## config.mk

```make
export PLATFORM = sky130hd
export DESIGN_NAME = seek_e
export DESIGN_NICKNAME = d
export VERILOG_FILES = /design/src/rtl/seek_e_pkg.sv /design/src/rtl/seek_e_round.sv /design/src/rtl/seek_e.sv
export SDC_FILE = /design/constraint.sdc
export NUM_CORES = 1
export LEC_CHECK = 0
export ABC_CLOCK_PERIOD_IN_PS = 1400
export BUFFER_PORTS_ARGS = -buffer_cell sky130_fd_sc_hd__clkbuf_2
export CORE_UTILIZATION = 49
export DETAILED_ROUTE_END_ITERATION = 8
export GPL_TIMING_DRIVEN = 0
export PLACE_DENSITY = 0.86
export SETUP_SLACK_MARGIN = 0.2
export SLEW_MARGIN = 20
export SYNTH_ARGS = -nofsm -noshare
export SYNTH_HDL_FRONTEND = slang
export SYNTH_SLANG_ARGS = --single-unit
```

## constraint.sdc

```tcl
create_clock -name clk -period 1.4 [get_ports clk]
set_input_delay 0.07 -clock clk [delete_from_list [all_inputs] [get_ports clk]]
set_output_delay 0.07 -clock clk [all_outputs]
set_load 0.01 [all_outputs]
```

## src/rtl/seek_e_pkg.sv

```systemverilog
// Shared constants for the seek_e scaled-to-integer converter.
// Holds the default result width and the default fractional shift.
package seek_e_pkg;

  localparam int DATAWIDTH = 14;
  localparam int SHIFT_DEF = 3;

endpackage

```

## src/rtl/seek_e_round.sv

```systemverilog
// Round/saturate stage: adds the round bit to the shifted operand.
// Saturation to all ones is built only when SEEK_E_SAT_EN is defined.
module seek_e_round
  import seek_e_pkg::*;
#(
  parameter int DW = DATAWIDTH
) (
  input  logic [DW+2:0] work,
  input  logic          rb,
  output logic [DW-1:0] e
);

  logic [DW:0] sum;

  assign sum = work[DW:0] + {{DW{1'b0}}, rb};

`ifdef SEEK_E_SAT_EN
  logic sat;

  assign sat = sum[DW] | (|work[DW+2:DW]);

  // Clamp to the largest representable value on overflow
  always_comb begin
    e = sum[DW-1:0];
    if (sat) e = '1;
  end
`else
  logic unused_bits;

  assign unused_bits = ^{work[DW+2:DW+1], sum[DW]};

  // Overflow simply wraps into the low DW bits
  always_comb begin
    e = sum[DW-1:0];
  end
`endif

endmodule

```

## src/rtl/seek_e.sv

```systemverilog
// seek_e: serial round(f / 2^SHIFT) converter with ready pulse.
// Define SEEK_E_SAT_EN to saturate on overflow instead of wrapping.
module seek_e
  import seek_e_pkg::*;
#(
  parameter int DW    = DATAWIDTH,
  parameter int SHIFT = SHIFT_DEF
) (
  input  logic          clk,
  input  logic          rst,
  input  logic [DW+2:0] f,
  input  logic          en,
  output logic [DW-1:0] e,
  output logic          rdy,
  output logic          busy
);

  localparam int CW = $clog2(SHIFT + 1);

  typedef enum logic [1:0] {
    ST_IDLE,
    ST_SHIFT,
    ST_DONE
  } state_t;

  state_t        state, state_nx;
  logic [DW+2:0] work, work_nx;
  logic [CW-1:0] cnt, cnt_nx;
  logic          rb, rb_nx;
  logic [DW-1:0] e_nx, e_rnd;
  logic          rdy_nx, busy_nx;

  seek_e_round #(
    .DW(DW)
  ) u_round (
    .work(work),
    .rb  (rb),
    .e   (e_rnd)
  );

  // Next-state and datapath updates for load, shift and finish
  always_comb begin
    state_nx = state;
    work_nx  = work;
    cnt_nx   = cnt;
    rb_nx    = rb;
    e_nx     = e;
    rdy_nx   = 1'b0;
    busy_nx  = busy;
    unique case (state)
      ST_IDLE: begin
        busy_nx = 1'b0;
        if (en) begin
          work_nx  = f;
          rb_nx    = 1'b0;
          cnt_nx   = CW'(SHIFT);
          busy_nx  = 1'b1;
          state_nx = ST_SHIFT;
        end
      end
      ST_SHIFT: begin
        work_nx = work >> 1;
        rb_nx   = work[0];
        cnt_nx  = cnt - CW'(1);
        if (cnt == CW'(1)) state_nx = ST_DONE;
      end
      ST_DONE: begin
        e_nx     = e_rnd;
        rdy_nx   = 1'b1;
        busy_nx  = 1'b0;
        state_nx = ST_IDLE;
      end
      default: begin
        state_nx = ST_IDLE;
      end
    endcase
  end

  // State and datapath registers, cleared asynchronously
  always_ff @(posedge clk or posedge rst) begin
    if (rst) begin
      state <= ST_IDLE;
      work  <= '0;
      cnt   <= '0;
      rb    <= 1'b0;
      e     <= '0;
      rdy   <= 1'b0;
      busy  <= 1'b0;
    end else begin
      state <= state_nx;
      work  <= work_nx;
      cnt   <= cnt_nx;
      rb    <= rb_nx;
      e     <= e_nx;
      rdy   <= rdy_nx;
      busy  <= busy_nx;
    end
  end

endmodule

```

==> implementation parameters, run 1 <==
Parameter                              Value

Outcome
  Status    finished, violations left
  Failing checks    negative setup slack

Pwr
  Leakage dissipation    1.11 nW
  Power density over the cells    2040 mW/mm^2
  VDD IR max    0.977 mV

Synthesis
  Post-synthesis average cell area    9.78 sq um
  Post-synthesis instance area    0.00192 sq mm
  Synthesized netlist cell count    196
  Flip-flop and latch count after synthesis    38
  Post-synth net total    219
  Sequential fraction of the synthesis area    49.6%
  Unique masters post-synth    31
  Number of enable-type register cells in the synthesized netlist    0
  Main synth FF type    sky130_fd_sc_hd__dfrtp_1
  Synthesis Warnings    0
  Proportion of synthesized flip-flops having asynchronous set or reset    100%

Drt
  Via-per-instance ratio    5.55
  DR iter-0 viols    74
  Remaining routing DRC violations    0
  Average detailed-routed wire length per instance    15.1 microns
  Total via count after detailed routing    1654
  ANT nets after route    0
  Length of the first detailed-routing pass in iterations    4
  WL final    4500 microns

Clocking
  TritonCTS Buffers    5
  CTS H-tree lvls    2
  TritonCTS clock tree    yes
  Clk_lat worst skew    around 0.3 ns
  Clock-pin slew on the worst setup and hold paths    0.08 ns
  Maximum root-to-sink buffer count    2
  Clock root buffer    sky130_fd_sc_hd__clkbuf_8
  Number of sinks driven by the clock tree    38

Floorplanning
  Die Span X    64.5 microns
  Effective utilization at floorplan    51.6%
  Placement row count    22
  Area of the core    0.00372 sq mm
  Top-level port count    36
  Floorplan die area    0.00417 sq mm
  Y dimension of the die    64.5 microns

Setup path
  Class of the most critical setup path    flip-flop to flip-flop
  Startpoint type of the worst setup path    flip-flop
  Worst-path maximum fanout    3
  Required time of the critical path    between 1.5 and 2 ns
  Worst path arrival time    1.63 ns
  CP endpoint kind    flip-flop

Finish
  Nets    ~270
  Final Cell Area    0.00252 sq mm
  Diodes inserted    0
  Post-synthesis to final-layout area growth    31.3%
  Layout filler cell count    311
  Fraction of final layout cells sized beyond drive strength 1    40.8%

Place
  Quantity of I/O buffers inserted on ports    34
  DP Area    0.00218 sq mm
  Worst slack, placed    -0.0596 ns
  Post-DP HPWL    2840 microns
  Global placement routability congestion    0.840

Timing
  Peak Freq    697 MHz
  Minimum clock period    between 1 and 1.5 ns
  Fin. max-slew vios    0
  Final critical-path share of the clock period    103%
  Worst-case clock skew    0.0112 ns
  Final setup violating endpoints    2
  RSZ-0062 raised after global routing    yes
  Slew margin rel.    47.2%
  Setup Total Neg Slack    -0.0574 ns
  Tightest Pin Transition    0.790 ns
  Worst hold slack    0.0423 ns
  Worst path setup slack after routing    -0.0356 ns
  Final Hold Vio Count    0

Global route
  Antenna violations before repair    0
  First-pass GRT wire length    just under 7000 microns
  Via count of the first global-routing pass    roughly 1500
  Largest net degree at the start of global routing    39
  Gr usage total    22.1%
  Total congestion overflow after global routing    0

Run
  Max cap viols    0

Worst hold path
  Hold Path Class    input port to flip-flop
[critical path, stage by stage (launching register included)]
cell and delay (ns):
sky130_fd_sc_hd__dfrtp_1 0.41, sky130_fd_sc_hd__ha_4 0.17, sky130_fd_sc_hd__ha_4 0.14, sky130_fd_sc_hd__nand4_1 0.12
sky130_fd_sc_hd__nor4_2 0.23, sky130_fd_sc_hd__xnor2_1 0.19, sky130_fd_sc_hd__o21ai_2 0.06
[path summary, 6_finish.rpt]
kind,end,slack [ns],cells past startpoint,from
max,e[12],-0.04,6,work[0]
min,work[4],0.04,3,f[4]
max reg2reg,e[12],-0.04,6,work[0]
min reg2reg,e[8],0.48,2,e[8]
max in group asynchronous,state[0],0.39,3,rst
min in group asynchronous,e[6],0.45,3,rst
[layout make-up]
cell class | instances | area, sq um | area share [%]
multi-input combinational | 140 | 1030 | 40.8
sequential | 38 | 956 | 38.0
timing repair buffer | 46 | 274 | 10.9
buffer | 12 | 87.6 | 3.48
clock buffer | 7 | 86.3 | 3.43
tap | 48 | 60.1 | 2.39
inverter | 6 | 22.5 | 0.895
clock inverter | 1 | 5.00 | 0.199
[cell usage after synthesis (3+ instances only)]
master,instances,area (sq um)
sky130_fd_sc_hd__a21oi_1,16,80.1
sky130_fd_sc_hd__and3b_1,3,26.3
sky130_fd_sc_hd__a22oi_1,13,97.6
sky130_fd_sc_hd__nor2_1,6,22.5
sky130_fd_sc_hd__buf_1,3,11.3
sky130_fd_sc_hd__buf_2,3,15.0
sky130_fd_sc_hd__nand2_1,21,78.8
sky130_fd_sc_hd__ha_1,3,37.5
sky130_fd_sc_hd__nor2b_1,13,81.3
sky130_fd_sc_hd__inv_1,6,22.5
sky130_fd_sc_hd__o21ai_1,7,35.0
sky130_fd_sc_hd__xnor2_1,10,87.6
sky130_fd_sc_hd__clkbuf_1,5,18.8
sky130_fd_sc_hd__nor4_2,4,50.1
sky130_fd_sc_hd__dfrtp_1,38,951
sky130_fd_sc_hd__mux2_2,3,33.8
sky130_fd_sc_hd__o21ai_0,22,110
[routing by layer]
metal	global-route usage (%)	vias to the layer above	share of wire, %
met4	9.72	0	2.4
met3	5.46	14	4.8
met5	0	-	0
met2	36.6	59	50
li1	-	791	-
met1	27.2	790	43
[cells in the final DEF (no fill, tap or decap), drive strengths merged]
master / instances
ha: 3
nand2: 21
nand2b: 2
dlygate4sd3: 1
a2bb2oi: 2
clkinv: 1
nand4: 2
nand3: 4
xnor2: 10
clkbuf: 45
nor2b: 13
a21oi: 16
mux2: 3
o21ai: 30
and3b: 3
buf: 19
nor2: 6
nor3: 2
dfrtp: 38
a22o: 1
inv: 6
and2b: 1
a22oi: 13
nor4: 4
o21bai: 1
xor2: 2
mux2i: 1
[registers in the layout (all words and copies together), names as in the netlist]
register,count
work,17
e,14
cnt,2
state,2
busy,1
rb,1
rdy,1
[timing repair]
item,4_1_cts,5_1_grt
hold buffers,1,0
pin swaps,1,15
gates cloned,0,1
resized for setup,15,49
setup endpoints to repair,33,30
hold endpoints to repair,38,0
buffers inserted,4,6
[power by group]
group	switching, W	internal [W]	leakage (nW)
clock	0.000393	0.000397	0.0482
combinational	0.00117	0.00112	0.581
sequential	0.000484	0.00157	0.481
[cells by family (layout without fill, tap and decap cells)]
kind of cell             count (synthesis)  in the layout  synth area share, %
AND/OR/NAND/NOR                         58             58                 17.7
flip-flops                              38             38                 49.6
adder cells (fa/ha/maj)                  3              3                 1.96
XOR/XNOR                                12             12                 5.48
multiplexers                             4              4                 2.28
AO/OA/AOI/OAI                           63             63                 19.1
buffers and inverters                   18             72                 3.92
[metrics by stage]
step                      utilization [%]  std cells  power, W
after floorplan                         -        196   0.00325
after global placement               58.7        278   0.00374
after detailed placement             58.7        278   0.00382
after CTS                            63.3        291   0.00472
after global routing                 67.7        298   0.00549
final                                67.7        298   0.00513
Power figures use the tool's default switching activity.
==> run 2: changes to the inputs <==
Settings changed: RECOVER_POWER from default to 50.
==> implementation parameters, run 2 (synthesis gave the netlist of run 1 again) <==
Parameter                              Value

Floorplanning
  Floorplan die area    0.00417 sq mm (unchanged)
  Die Span X    64.5 microns (unchanged)
  Top-level port count    36 (unchanged)
  Y dimension of the die    64.5 microns (unchanged)
  Effective utilization at floorplan    51.6% (unchanged)
  Area of the core    0.00372 sq mm (unchanged)
  Placement row count    22 (unchanged)

Finish
  Largest registers ranked by flip-flop count    work (17), e (14)
  Fraction of final layout cells sized beyond drive strength 1    34.0% (-6.8 points)
  Reg with most FFs    work
  Max FFs per register    17 (unchanged)
  Top library cells by usage in the layout, fill and taps aside    sky130_fd_sc_hd__dfrtp_1, sky130_fd_sc_hd__nand2_1, sky130_fd_sc_hd__clkbuf_1
  Post-synthesis to final-layout area growth    30.1%
  Most common cell after layout, fill and taps aside    sky130_fd_sc_hd__dfrtp_1
  Nets    272 (unchanged)
  Layout filler cell count    320 (+2.9%)
  Diodes inserted    0 (unchanged)

Timing
  Peak Freq    698 MHz (+0.18%)
  Final Hold Vio Count    0 (unchanged)
  Setup Total Neg Slack    -0.0535 ns (+0.00384 ns)
  RSZ-0062 raised after global routing    yes
  Slew margin rel.    47.4% (+0.11 points)
  Worst-case clock skew    0.00988 ns (-0.00137 ns)
  Tightest Pin Transition    0.789 ns (-0.00160 ns)
  Final setup violating endpoints    3 (+1)
  Minimum clock period    1.43 ns (-0.00255 ns)
  Worst path setup slack after routing    -0.0330 ns (+0.00255 ns)
  Fin. max-slew vios    0 (unchanged)
  Final critical-path share of the clock period    102% (-0.18 points)
  Worst hold slack    0.0420 ns (-0.000252 ns)

Drt
  ANT nets after route    0 (unchanged)
  DR iter-0 viols    65 (-12%)
  Via-per-instance ratio    5.53 (-0.36%)
  Average detailed-routed wire length per instance    15.2 microns (+0.56%)
  Length of the first detailed-routing pass in iterations    4 (unchanged)
  Remaining routing DRC violations    0 (unchanged)
  Total via count after detailed routing    1648 (-0.36%)
  WL final    4530 microns (+0.56%)

Clocking
  Clock-pin slew on the worst setup and hold paths    0.08 ns (about the same)
  Clock root buffer    sky130_fd_sc_hd__clkbuf_8
  Number of sinks driven by the clock tree    38 (unchanged)
  TritonCTS clock tree    yes
  CTS H-tree lvls    2 (unchanged)
  Maximum root-to-sink buffer count    2 (unchanged)
  TritonCTS Buffers    5 (unchanged)
  Clk_lat worst skew    0.30 ns (about the same)

Outcome
  Status    finished, violations left
  Failing checks    negative setup slack

Setup path
  CP endpoint kind    flip-flop
  Class of the most critical setup path    flip-flop to flip-flop
  Worst-path maximum fanout    3 (unchanged)
  Crit-path slowest cell    sky130_fd_sc_hd__dfrtp_1
  Cell seen most often among critical-path stages    sky130_fd_sc_hd__ha_4
  Required time of the critical path    1.60 ns (about the same)
  Worst path arrival time    1.63 ns (about the same)
  Series of cell instances along the critical path    ha_4, ha_4, nand4_1, nor4_2, xnor2_1, o21ai_2
  Largest stage delay on the critical path    0.41 ns (about the same)
  Startpoint type of the worst setup path    flip-flop

Global route
  Via count of the first global-routing pass    1522 (unchanged)
  Total congestion overflow after global routing    0 (unchanged)
  Gr usage total    22.1% (unchanged)
  First-pass GRT wire length    6930 microns (unchanged)
  Antenna violations before repair    0 (unchanged)
  Largest net degree at the start of global routing    39 (unchanged)

Worst hold path
  Hold Path Class    input port to flip-flop

Pwr
  VDD IR max    0.974 mV (-0.34%)
  Power density over the cells    2040 mW/mm^2 (about the same)
  Leakage dissipation    1.06 nW (-5.0%)

Place
  Quantity of I/O buffers inserted on ports    34 (unchanged)
  Post-DP HPWL    2840 microns (unchanged)
  Worst slack, placed    -0.0596 ns (unchanged)
  Global placement routability congestion    0.840 (unchanged)

Run
  Max cap viols    0 (unchanged)
-- run 2: power breakdown --
part | total (W) | internal, W | leakage, nW | switching, W
logic | 0.00223 | 0.00106 | 0.526 | 0.00117
clock network | 0.000793 | 0.000397 | 0.0482 | 0.000396
registers | 0.00206 | 0.00157 | 0.481 | 0.000482
total | 0.00508 | 0.00303 | 1.06 | 0.00205
-- run 2: worst max-delay path: cells and delay by family, from the launching register on --
kind / cells / cell delay [ns]
xor+xnor: 1 / 0.19
compound gates: 1 / 0.06
flops: 1 / 0.41
fa+ha+maj: 2 / 0.31
simple gates: 2 / 0.35
-- run 2: layer usage --
metal / share of wire, % / up-vias / track usage, % / wire [microns]
met3: 5.1 / 12 / 5.46 / 232
li1: - / 793 / - / -
met2: 50 / 59 / 36.6 / 2260
met5: 0 / - / 0 / 0
met1: 43 / 784 / 27.2 / 1930
met4: 2.3 / 0 / 9.72 / 105
-- run 2: layout make-up --
| type | instances | area [sq um] | share of cell area (%) |
|---|---|---|---|
| buffer | 12 | 83.8 | 3.36 |
| clock buffer | 7 | 86.3 | 3.46 |
| clock inverter | 1 | 5.00 | 0.201 |
| inverter | 6 | 22.5 | 0.903 |
| multi-input combinational | 140 | 1030 | 41.1 |
| sequential | 38 | 956 | 38.3 |
| tap | 48 | 60.1 | 2.41 |
| timing repair buffer | 46 | 254 | 10.2 |
-- run 2: worst paths after layout --
check                        start        to  slack (ns)  depth (start not counted)
max in group asynchronous      rst  state[0]        0.39                          3
hold / removal                f[4]   work[4]        0.04                          3
hold reg to reg              e[12]     e[12]        0.49                          2
min in group asynchronous      rst      e[6]        0.45                          3
setup / recovery           work[0]     e[12]       -0.03                          6
setup reg to reg           work[0]     e[12]       -0.03                          6
-- run 2: timing repair --
item,4_1_cts,5_1_grt
buffers inserted,4,6
cloned,0,1
endpoints found under the setup margin,33,30
gates resized for setup,15,49
pin swaps,1,15
hold buffers,1,0
hold endpoints to repair,38,0
-- run 2: through the flow --
stage                     cells  instance area (sq um)  power [W]  utilization [%]
after floorplan             196                   1950    0.00325                -
after CTS                   291                   2350    0.00472             63.3
after global placement      278                   2180    0.00374             58.7
final                       298                   2490    0.00508             67.1
after detailed placement    278                   2180    0.00382             58.7
after global routing        298                   2490    0.00544             67.1
==> run 3: changes to the inputs <==
Settings changed: CORE_UTILIZATION 49 to 50, CTS_BUF_LIST from default to sky130_fd_sc_hd__clkbuf_8, GPL_TIMING_DRIVEN 0 to default, PLACE_DENSITY 0.86 to 0.87.
==> implementation parameters, run 3 (synthesis gave the netlist of run 1 again) <==
Parameter                              Value

Drt
  Via-per-instance ratio    5.56 (+0.54%)
  Average detailed-routed wire length per instance    15.6 microns (+2.8%)
  Total via count after detailed routing    1718 (+4.2%)
  ANT nets after route    0 (unchanged)
  Length of the first detailed-routing pass in iterations    4 (unchanged)
  WL final    4830 microns (+6.6%)
  DR iter-0 viols    117 (+80%)
  Remaining routing DRC violations    0 (unchanged)

Pwr
  Overall power consumption    0.00547 W (+7.7%)
  Leakage dissipation    1.19 nW (+13%)
  Power density over the cells    2040 mW/mm^2 (+0.26%)
  VDD IR max    1.07 mV (+9.7%)

Place
  Post-DP HPWL    2800 microns (-1.5%)
  Quantity of I/O buffers inserted on ports    35 (+2.9%)
  Worst slack, placed    -0.0882 ns (-0.0286 ns)
  Cell count after placement    283 (+1.8%)
  Global placement routability congestion    0.810 (-3.5%)

Floorplanning
  Die Span X    63.9 microns (-0.98%)
  Floorplan die area    0.00409 sq mm (-1.9%)
  Top-level port count    36 (unchanged)
  Effective utilization at floorplan    52.4% (+0.78 points)
  Y dimension of the die    63.9 microns (-0.98%)
  Placement row count    22 (unchanged)
  Area of the core    0.00366 sq mm (-1.5%)

Timing
  Worst path setup slack after routing    -0.00833 ns (+0.0247 ns)
  Final setup violating endpoints    2 (-1)
  Peak Freq    710 MHz (+1.8%)
  Setup Total Neg Slack    -0.0147 ns (+0.0388 ns)
  Fin. max-slew vios    0 (unchanged)
  Worst hold slack    0.0463 ns (+0.00433 ns)
  RSZ-0062 raised after global routing    yes
  Slew margin rel.    38.2% (-9.1 points)
  Final Hold Vio Count    0 (unchanged)
  Minimum clock period    1.41 ns (-0.0247 ns)
  Worst-case clock skew    0.00373 ns (-0.00615 ns)
  Final critical-path share of the clock period    101% (-1.8 points)
  Tightest Pin Transition    0.927 ns (+0.138 ns)

Clocking
  TritonCTS Buffers    5 (unchanged)
  Number of sinks driven by the clock tree    38 (unchanged)
  Maximum root-to-sink buffer count    2 (unchanged)
  Clk_lat worst skew    0.29 ns (about the same)
  CTS H-tree lvls    2 (unchanged)
  Clock-pin slew on the worst setup and hold paths    0.07 ns (about the same)
  Clock root buffer    sky130_fd_sc_hd__clkbuf_8
  TritonCTS clock tree    yes

Finish
  Diodes inserted    0 (unchanged)
  Largest registers ranked by flip-flop count    work (17), e (14)
  Post-synthesis to final-layout area growth    39.7%
  Most common cell after layout, fill and taps aside    sky130_fd_sc_hd__dfrtp_1
  Max FFs per register    17 (unchanged)
  Top library cells by usage in the layout, fill and taps aside    sky130_fd_sc_hd__dfrtp_1, sky130_fd_sc_hd__clkbuf_2, sky130_fd_sc_hd__buf_4
  Non-filler instance count after layout    309 (+3.7%)
  Nets    284 (+4.4%)
  Fraction of final layout cells sized beyond drive strength 1    41.4% (+7.4 points)
  Reg with most FFs    work

Setup path
  Worst-path maximum fanout    3 (unchanged)
  Reg-to-reg setup timing slack    -0.008 ns (+0.02 ns)
  Worst path arrival time    1.59 ns (-0.04 ns)
  Required time of the critical path    1.58 ns (-0.02 ns)
  End of the worst register-to-register path    e[10]
  Worst R2R Path Depth    6 (unchanged)
  Worst r2r src    rb
  CP endpoint kind    flip-flop
  Startpoint type of the worst setup path    flip-flop
  Class of the most critical setup path    flip-flop to flip-flop

Worst hold path
  Hold Path Class    input port to flip-flop
  Worst hold path endpoint    work[10]
  Worst Hold Launch    f[10]
  Number of stages on the worst hold path    3 (unchanged)

Global route
  Total congestion overflow after global routing    0 (unchanged)
  Antenna violations before repair    0 (unchanged)
  Via count of the first global-routing pass    1571 (+3.2%)
  Gr usage total    23.1% (+1.0 points)
  Largest net degree at the start of global routing    39 (unchanged)
  First-pass GRT wire length    7100 microns (+2.5%)

Run
  Max cap viols    0 (unchanged)

Outcome
  Status    finished, violations left
  Failing checks    negative setup slack
## run 3: cell types whose count changed in the layout (fill, tap and decap cells not counted), moves of 2 or more
cell	change
sky130_fd_sc_hd__buf_12	+3
sky130_fd_sc_hd__buf_2	-3
sky130_fd_sc_hd__a21oi_2	-2
sky130_fd_sc_hd__buf_4	+15
sky130_fd_sc_hd__inv_1	+3
sky130_fd_sc_hd__clkbuf_2	+8
sky130_fd_sc_hd__nand3_2	-2
sky130_fd_sc_hd__nor2_1	-2
sky130_fd_sc_hd__clkbuf_1	-11
## run 3: worst max path at each step
stage | startpoint | to | slack [ns] | depth (start not counted)
3_3_place_gp | state[1] | work[0] | 0.0008 | 3
2_1_floorplan | work[0] | e[12] | 0.09 | 6
5_1_grt | rst | work[9] | -0.08 | 4
6_report | rb | e[10] | -0.008 | 6
4_1_cts | work[0] | e[12] | 0.02 | 6
3_5_place_dp | state[1] | work[1] | -0.09 | 3
## run 3: what timing repair did
action	CTS	global route
hold buffers	1	0
hold endpoints to repair	38	0
resized for setup	11	48
cloned	0	1
endpoints found under the setup margin	34	33
setup buffers	2	15
pin swaps	2	5
## run 3: layer usage
metal  part of all wire [%]  track usage (%)  routed length (microns)
met5                      0                0                        0
met4                    2.5             11.1                      121
met3                    6.1             6.79                      293
met2                     50             36.8                     2410
met1                     41             28.6                     2000
## run 3: where the power goes
part	switching [W]	internal (W)	leakage (nW)
combinational	0.00139	0.00140	0.663
sequential	0.000408	0.00158	0.479
clock	0.000365	0.000328	0.0466
## run 3: critical path, cell delays in order, from the launching register on
cell and delay, ns:
sky130_fd_sc_hd__dfrtp_1 0.41, sky130_fd_sc_hd__ha_4 0.19, sky130_fd_sc_hd__ha_4 0.14, sky130_fd_sc_hd__nand2_1 0.10
sky130_fd_sc_hd__nor4_2 0.22, sky130_fd_sc_hd__xnor2_1 0.16, sky130_fd_sc_hd__o21ai_1 0.07
## run 3: area by class of cell
class	count	area (sq um)
fill	251	983
clock buffer	5	68.8
inverter	6	22.5
multi-input combinational	140	1060
sequential	38	957
timing repair buffer	70	497
clock inverter	2	7.51
tap	48	60.1
## run 3: per-stage QoR
stage / cell area, sq um / utilization [%]
floorplan: 1950 / -
global placement: 2270 / 61.9
detailed placement: 2270 / 61.9
CTS: 2410 / 65.9
global route: 2680 / 73.1
finish: 2680 / 73.1
